## src/rtl/matmul_csr_ctrl.sv

```systemverilog
// AXI4-Lite CSR block sequencing compute_wrapper: write commits one cycle after AW+W held, read data one cycle after AR.
// Single outstanding write and read; AW/W/AR ready drop while a response is pending.
module matmul_csr_ctrl #(
    parameter int ADDR_W  = 8,
    parameter int K_MAX   = 64,
    parameter int K_RESET = 4
) (
    input  logic              clk,
    input  logic              rst_n,
    input  logic [ADDR_W-1:0] s_axil_awaddr,
    input  logic              s_axil_awvalid,
    output logic              s_axil_awready,
    input  logic [31:0]       s_axil_wdata,
    input  logic              s_axil_wvalid,
    output logic              s_axil_wready,
    output logic [1:0]        s_axil_bresp,
    output logic              s_axil_bvalid,
    input  logic              s_axil_bready,
    input  logic [ADDR_W-1:0] s_axil_araddr,
    input  logic              s_axil_arvalid,
    output logic              s_axil_arready,
    output logic [31:0]       s_axil_rdata,
    output logic [1:0]        s_axil_rresp,
    output logic              s_axil_rvalid,
    input  logic              s_axil_rready,
    output logic              start,
    output logic [15:0]       cfg_k,
    output logic              sw_clear_done,
    input  logic              done_pulse,
    output logic              irq
);
    localparam int RA = ADDR_W - 2;
    localparam logic [1:0] RESP_OKAY   = 2'b00;
    localparam logic [1:0] RESP_SLVERR = 2'b10;
    localparam logic [RA-1:0] A_CTRL     = RA'(0);
    localparam logic [RA-1:0] A_STATUS   = RA'(1);
    localparam logic [RA-1:0] A_CFG_K    = RA'(2);
    localparam logic [RA-1:0] A_IRQ_EN   = RA'(3);
    localparam logic [RA-1:0] A_IRQ_STAT = RA'(4);
    localparam logic [RA-1:0] A_JOB_CNT  = RA'(5);

    logic          rdy_en;
    logic          aw_held;
    logic          w_held;
    logic [RA-1:0] wr_idx;
    logic [31:0]   wr_dat;
    logic          commit;
    logic          busy;
    logic          done;
    logic          irq_en;
    logic          irq_stat;
    logic [31:0]   job_cnt;

    logic          wr_err;
    logic          start_fire;
    logic          clr_fire;
    logic          cfg_we;
    logic          irq_en_we;
    logic          irq_clr;
    logic [31:0]   rd_dat;
    logic          rd_err;

    logic          unused_addr_bits;
    assign unused_addr_bits = ^{s_axil_awaddr[1:0], s_axil_araddr[1:0]};

    // rdy_en keeps every ready low while reset is held and for the first cycle after.
    assign s_axil_awready = rdy_en & ~aw_held & ~s_axil_bvalid;
    assign s_axil_wready  = rdy_en & ~w_held & ~s_axil_bvalid;
    assign s_axil_arready = rdy_en & ~s_axil_rvalid;
    assign commit         = aw_held & w_held;
    assign irq            = irq_en & irq_stat;

    always_comb begin
        wr_err     = 1'b0;
        start_fire = 1'b0;
        clr_fire   = 1'b0;
        cfg_we     = 1'b0;
        irq_en_we  = 1'b0;
        irq_clr    = 1'b0;
        case (wr_idx)
            A_CTRL: begin
                start_fire = wr_dat[0] & ~busy;
                clr_fire   = wr_dat[1];
            end
            A_CFG_K: begin
                if (wr_dat == 32'd0 || wr_dat > 32'(K_MAX) || busy) wr_err = 1'b1;
                else                                                cfg_we = 1'b1;
            end
            A_IRQ_EN:   irq_en_we = 1'b1;
            A_IRQ_STAT: irq_clr   = wr_dat[0];
            default:    wr_err    = 1'b1;
        endcase
    end

    always_comb begin
        rd_dat = '0;
        rd_err = 1'b0;
        case (s_axil_araddr[ADDR_W-1:2])
            A_CTRL:     rd_dat = '0;
            A_STATUS:   rd_dat = {30'd0, done, busy};
            A_CFG_K:    rd_dat = {16'd0, cfg_k};
            A_IRQ_EN:   rd_dat = {31'd0, irq_en};
            A_IRQ_STAT: rd_dat = {31'd0, irq_stat};
            A_JOB_CNT:  rd_dat = job_cnt;
            default:    rd_err = 1'b1;
        endcase
    end

    always_ff @(posedge clk or negedge rst_n) begin
        if (!rst_n) begin
            rdy_en        <= 1'b0;
            aw_held       <= 1'b0;
            w_held        <= 1'b0;
            wr_idx        <= '0;
            wr_dat        <= '0;
            s_axil_bvalid <= 1'b0;
            s_axil_bresp  <= RESP_OKAY;
            s_axil_rvalid <= 1'b0;
            s_axil_rdata  <= '0;
            s_axil_rresp  <= RESP_OKAY;
        end else begin
            rdy_en <= 1'b1;
            if (s_axil_awvalid && s_axil_awready) begin
                aw_held <= 1'b1;
                wr_idx  <= s_axil_awaddr[ADDR_W-1:2];
            end
            if (s_axil_wvalid && s_axil_wready) begin
                w_held <= 1'b1;
                wr_dat <= s_axil_wdata;
            end
            if (commit) begin
                aw_held       <= 1'b0;
                w_held        <= 1'b0;
                s_axil_bvalid <= 1'b1;
                s_axil_bresp  <= wr_err ? RESP_SLVERR : RESP_OKAY;
            end else if (s_axil_bvalid && s_axil_bready) begin
                s_axil_bvalid <= 1'b0;
            end
            if (s_axil_arvalid && s_axil_arready) begin
                s_axil_rvalid <= 1'b1;
                s_axil_rdata  <= rd_dat;
                s_axil_rresp  <= rd_err ? RESP_SLVERR : RESP_OKAY;
            end else if (s_axil_rvalid && s_axil_rready) begin
                s_axil_rvalid <= 1'b0;
            end
        end
    end

    // A completion always lands in DONE/IRQ_STAT, beating any same-cycle clear.
    always_ff @(posedge clk or negedge rst_n) begin
        if (!rst_n) begin
            start         <= 1'b0;
            sw_clear_done <= 1'b0;
            cfg_k         <= 16'(K_RESET);
            busy          <= 1'b0;
            done          <= 1'b0;
            irq_en        <= 1'b0;
            irq_stat      <= 1'b0;
            job_cnt       <= '0;
        end else begin
            start         <= commit & start_fire;
            sw_clear_done <= commit & clr_fire;
            if (commit && cfg_we)    cfg_k  <= wr_dat[15:0];
            if (commit && irq_en_we) irq_en <= wr_dat[0];
            if (commit && start_fire)  busy <= 1'b1;
            else if (done_pulse)       busy <= 1'b0;
            if (done_pulse)                                done <= 1'b1;
            else if (commit && (start_fire || clr_fire))   done <= 1'b0;
            if (done_pulse)                irq_stat <= 1'b1;
            else if (commit && irq_clr)    irq_stat <= 1'b0;
            if (done_pulse) job_cnt <= job_cnt + 32'd1;
        end
    end
endmodule

```

## config.mk

```make
export PLATFORM = sky130hd
export DESIGN_NAME = matmul_csr_ctrl
export DESIGN_NICKNAME = d
export VERILOG_FILES = /design/src/rtl/matmul_csr_ctrl.sv
export SDC_FILE = /design/constraint.sdc
export NUM_CORES = 1
export LEC_CHECK = 0
export ABC_AREA = 1
export CAP_MARGIN = 20
export CORE_ASPECT_RATIO = 1.4
export CORE_MARGIN = 4
export CORE_UTILIZATION = 54
export CTS_BUF_LIST = sky130_fd_sc_hd__clkbuf_4
export DETAILED_ROUTE_END_ITERATION = 6
export PLACE_DENSITY = 0.83
export SKIP_CTS_REPAIR_TIMING = 1
export SYNTH_ARGS = -nofsm -noshare
export SYNTH_HDL_FRONTEND = slang
export SYNTH_SLANG_ARGS = --single-unit
```

## constraint.sdc

```tcl
create_clock -name clk -period 2.45 [get_ports clk]
set_input_delay 0.49 -clock clk [delete_from_list [all_inputs] [get_ports clk]]
set_output_delay 0.49 -clock clk [all_outputs]
set_load 0.03 [all_outputs]
```

==> flow_metrics.tcl <==
set metrics [dict create \
    outcome "finished clean" \
    cts_tree "built" \
    yosysTopAreaCellShare_pct 54.1 \
    drt_pass1_iterations 5 \
    globalplace.congestion 0.856 \
    yosysSeqAreaShare_pct 54.6 \
    slowest_stage "clkdlybuf4s50_1" \
    cp_top_family "buffers and inverters" \
    synth_cells 673 \
    ys_ff_latch 131 \
    nets 853 \
    critPathRequiredTime_ns 1.96 \
    p_leak_nw 3.69 \
    grt-ovfl-total 0 \
    start_kind "register" \
    yosysWarnings 0 \
    route.detailed.drc 0 \
    finalCriticalPeriod_ns 2.34 \
    drive_above_1_share_pct 10.3 \
    grt_max_degree 61 \
    max_cap_violations 0 \
    synth_edf_count 0 \
    core_sq_um 10900 \
    cts.sinks 131 \
    maxSlewViolCount 0 \
    instances_no_fill 950 \
    ios 116 \
    die_height_um 133 \
    critPathCaptureType "primary output" \
    rsz0062_at_grt "false" \
    path_cells "inv_1, nor2_1, clkdlybuf4s50_1" \
    grt_pass1_wl_um 23500 \
    hold_path.class "input port to async pin" \
    vdd_drop_max_mv 0.569 \
    antenna_found_initial 0 \
    die_x_um 97.2 \
    synthArstFlopShare_pct 100 \
    num_rows 45 \
    cp.buffers_inverters 2 \
    worstSkewPairLatency_ns 0.55 \
    synthFlopType "dfrtp_1" \
    antennaDiodeCount 0 \
    yosysTopAreaCell "dfrtp_1" \
    tns_ns 0 \
    vias_per_cell 5.10 \
    routed_wl_um 14100 \
    synth_area_sq_um 6010 \
    cts_max_level 4 \
    synth.area.top_cells "dfrtp_1 54%, nand2_1 12%, inv_1 5.1%" \
    area_delta_synth_final_pct 25.3 \
    io_buffers 109 \
    skew_ns 0.0177 \
    crit_arrival_ns 1.85 \
    detail_route.iter0.violations 227 \
    cts_buffers 17 \
    grt_pass1_vias 5121 \
    num_vias 4843 \
    dp_hpwl_um 10700 \
    dieArea_sq_um 12900 \
    dpl.cell_count 917 \
    fillers 832 \
    cts_root_buf "clkbuf_4" \
    power-per-cell-area_nw_per_um2 737 \
    grtUsageTotal_pct 22.6 \
    max_stage_delay_ns 0.71 \
    synth.cells.most_frequent "197 x nand2_1, 130 x dfrtp_1, 81 x inv_1, 73 x nor2_1, 31 x nand3_1" \
    worst-setup-path-type "register to primary output" \
    ant_nets 0 \
    detail_route.wl_per_cell_um 14.8 \
    avgSynthCellArea_sq_um 8.93 \
    synth.distinct_cells 39 \
    p_total_mw 5.55 \
    path_max_fanout 3 \
    finalHoldViolCount 0 \
    fin_crit_sh_pct 95.3 \
    fmax_mhz 428 \
    setup_violations 0 \
    clkTransAtPathRegs_ns 0.12 \
    start_util_pct 55.3 \
    yosysMostFrequentCell "nand2_1" \
    clock_path_buffers 2 \
]
==> area by class of cell <==
type | count | area, sq um | share of cell area, %
inverter | 84 | 317 | 4.20
sequential | 131 | 3280 | 43.6
clock inverter | 15 | 134 | 1.78
multi-input combinational | 443 | 2300 | 30.5
clock buffer | 17 | 128 | 1.69
tap | 141 | 176 | 2.34
timing repair buffer | 119 | 1200 | 15.9
==> cells by family after synthesis <==
| family | synth area share (%) |
|---|---|
| and+or+nand+nor | 23.7 |
| AOI/OAI and AO/OA | 5.14 |
| muxes | 5.69 |
| other | 0.125 |
| buffers and inverters | 7.20 |
| DFF | 54.6 |
| xor gates and xnor gates | 3.35 |
| adders and majority gates | 0.208 |
==> worst paths after layout <==
kind / startpoint / to / slack [ns] / depth (start not counted)
setup / recovery: rdy_en$_DFF_PN0_ / s_axil_arready / 0.11 / 3
max in group asynchronous: rst_n / wr_dat[28]$_DFFE_PN0P_ / 1.30 / 3
hold reg to reg: cfg_k[2]$_DFFE_PN1P_ / cfg_k[2]$_DFFE_PN1P_ / 0.49 / 2
setup reg to reg: wr_idx[5]$_DFFE_PN0P_ / cfg_k[14]$_DFFE_PN0P_ / 0.76 / 8
hold / removal: rst_n / job_cnt[23]$_DFFE_PN0P_ / 0.41 / 2
min in group clk: cfg_k[2]$_DFFE_PN1P_ / cfg_k[2]$_DFFE_PN1P_ / 0.49 / 2
==> cell usage in the layout (no fill, tap or decap), types with 5 or more instances in the layout <==
cell type        synthesis  layout
nor2_2                   5       5
mux2_4                  16      16
o21ai_0                 20      20
nor3_1                   6       6
mux2_2                   9       9
a21oi_1                 14      14
nor2_1                  73      73
clkinvlp_4               0       8
clkdlybuf4s50_1          0     106
dfrtp_1                130     130
o31ai_1                 16      16
nand3_1                 31      31
xor2_1                  20      20
inv_1                   81      81
nand4_1                 11      11
nand2_1                197     197
clkbuf_4                 0      17
buf_4                    4       8
==> sequential cells by signal, indices dropped and copies added, names as in the netlist, 6 cells and up <==
register and cells:
job_cnt 32, s_axil_rdata 32, wr_dat 32, cfg_k 16, wr_idx 6
==> layer usage <==
metal,global-route usage [%],up-vias,part of all wire [%]
met5,0,-,0
met4,9.29,0,3.6
met3,5.80,40,4.6
met2,42.9,127,56
met1,23.2,2321,36
li1,-,2355,-
==> per-stage QoR <==
| step | setup slack (ns) | utilization, % | hold slack [ns] | instance area, sq um |
|---|---|---|---|---|
| after detailed placement | 0.231 | 66.7 | 0.451 | 7250 |
| after global routing | 0.0277 | 69.3 | 0.417 | 7530 |
| after floorplan | 0.298 | - | 0.194 | 6010 |
| final | 0.114 | 69.3 | 0.407 | 7530 |
| after CTS | -0.0293 | 69.2 | -0.156 | 7510 |
| after global placement | 0.253 | 66.7 | 0.454 | 7250 |
==> power by group <==
group / leakage, nW / switching (mW) / internal [mW]
Clock: 0.117 / 0.855 / 0.503
Combinational: 1.95 / 0.652 / 0.647
Sequential: 1.63 / 0.309 / 2.59
Power figures use the tool's default switching activity.
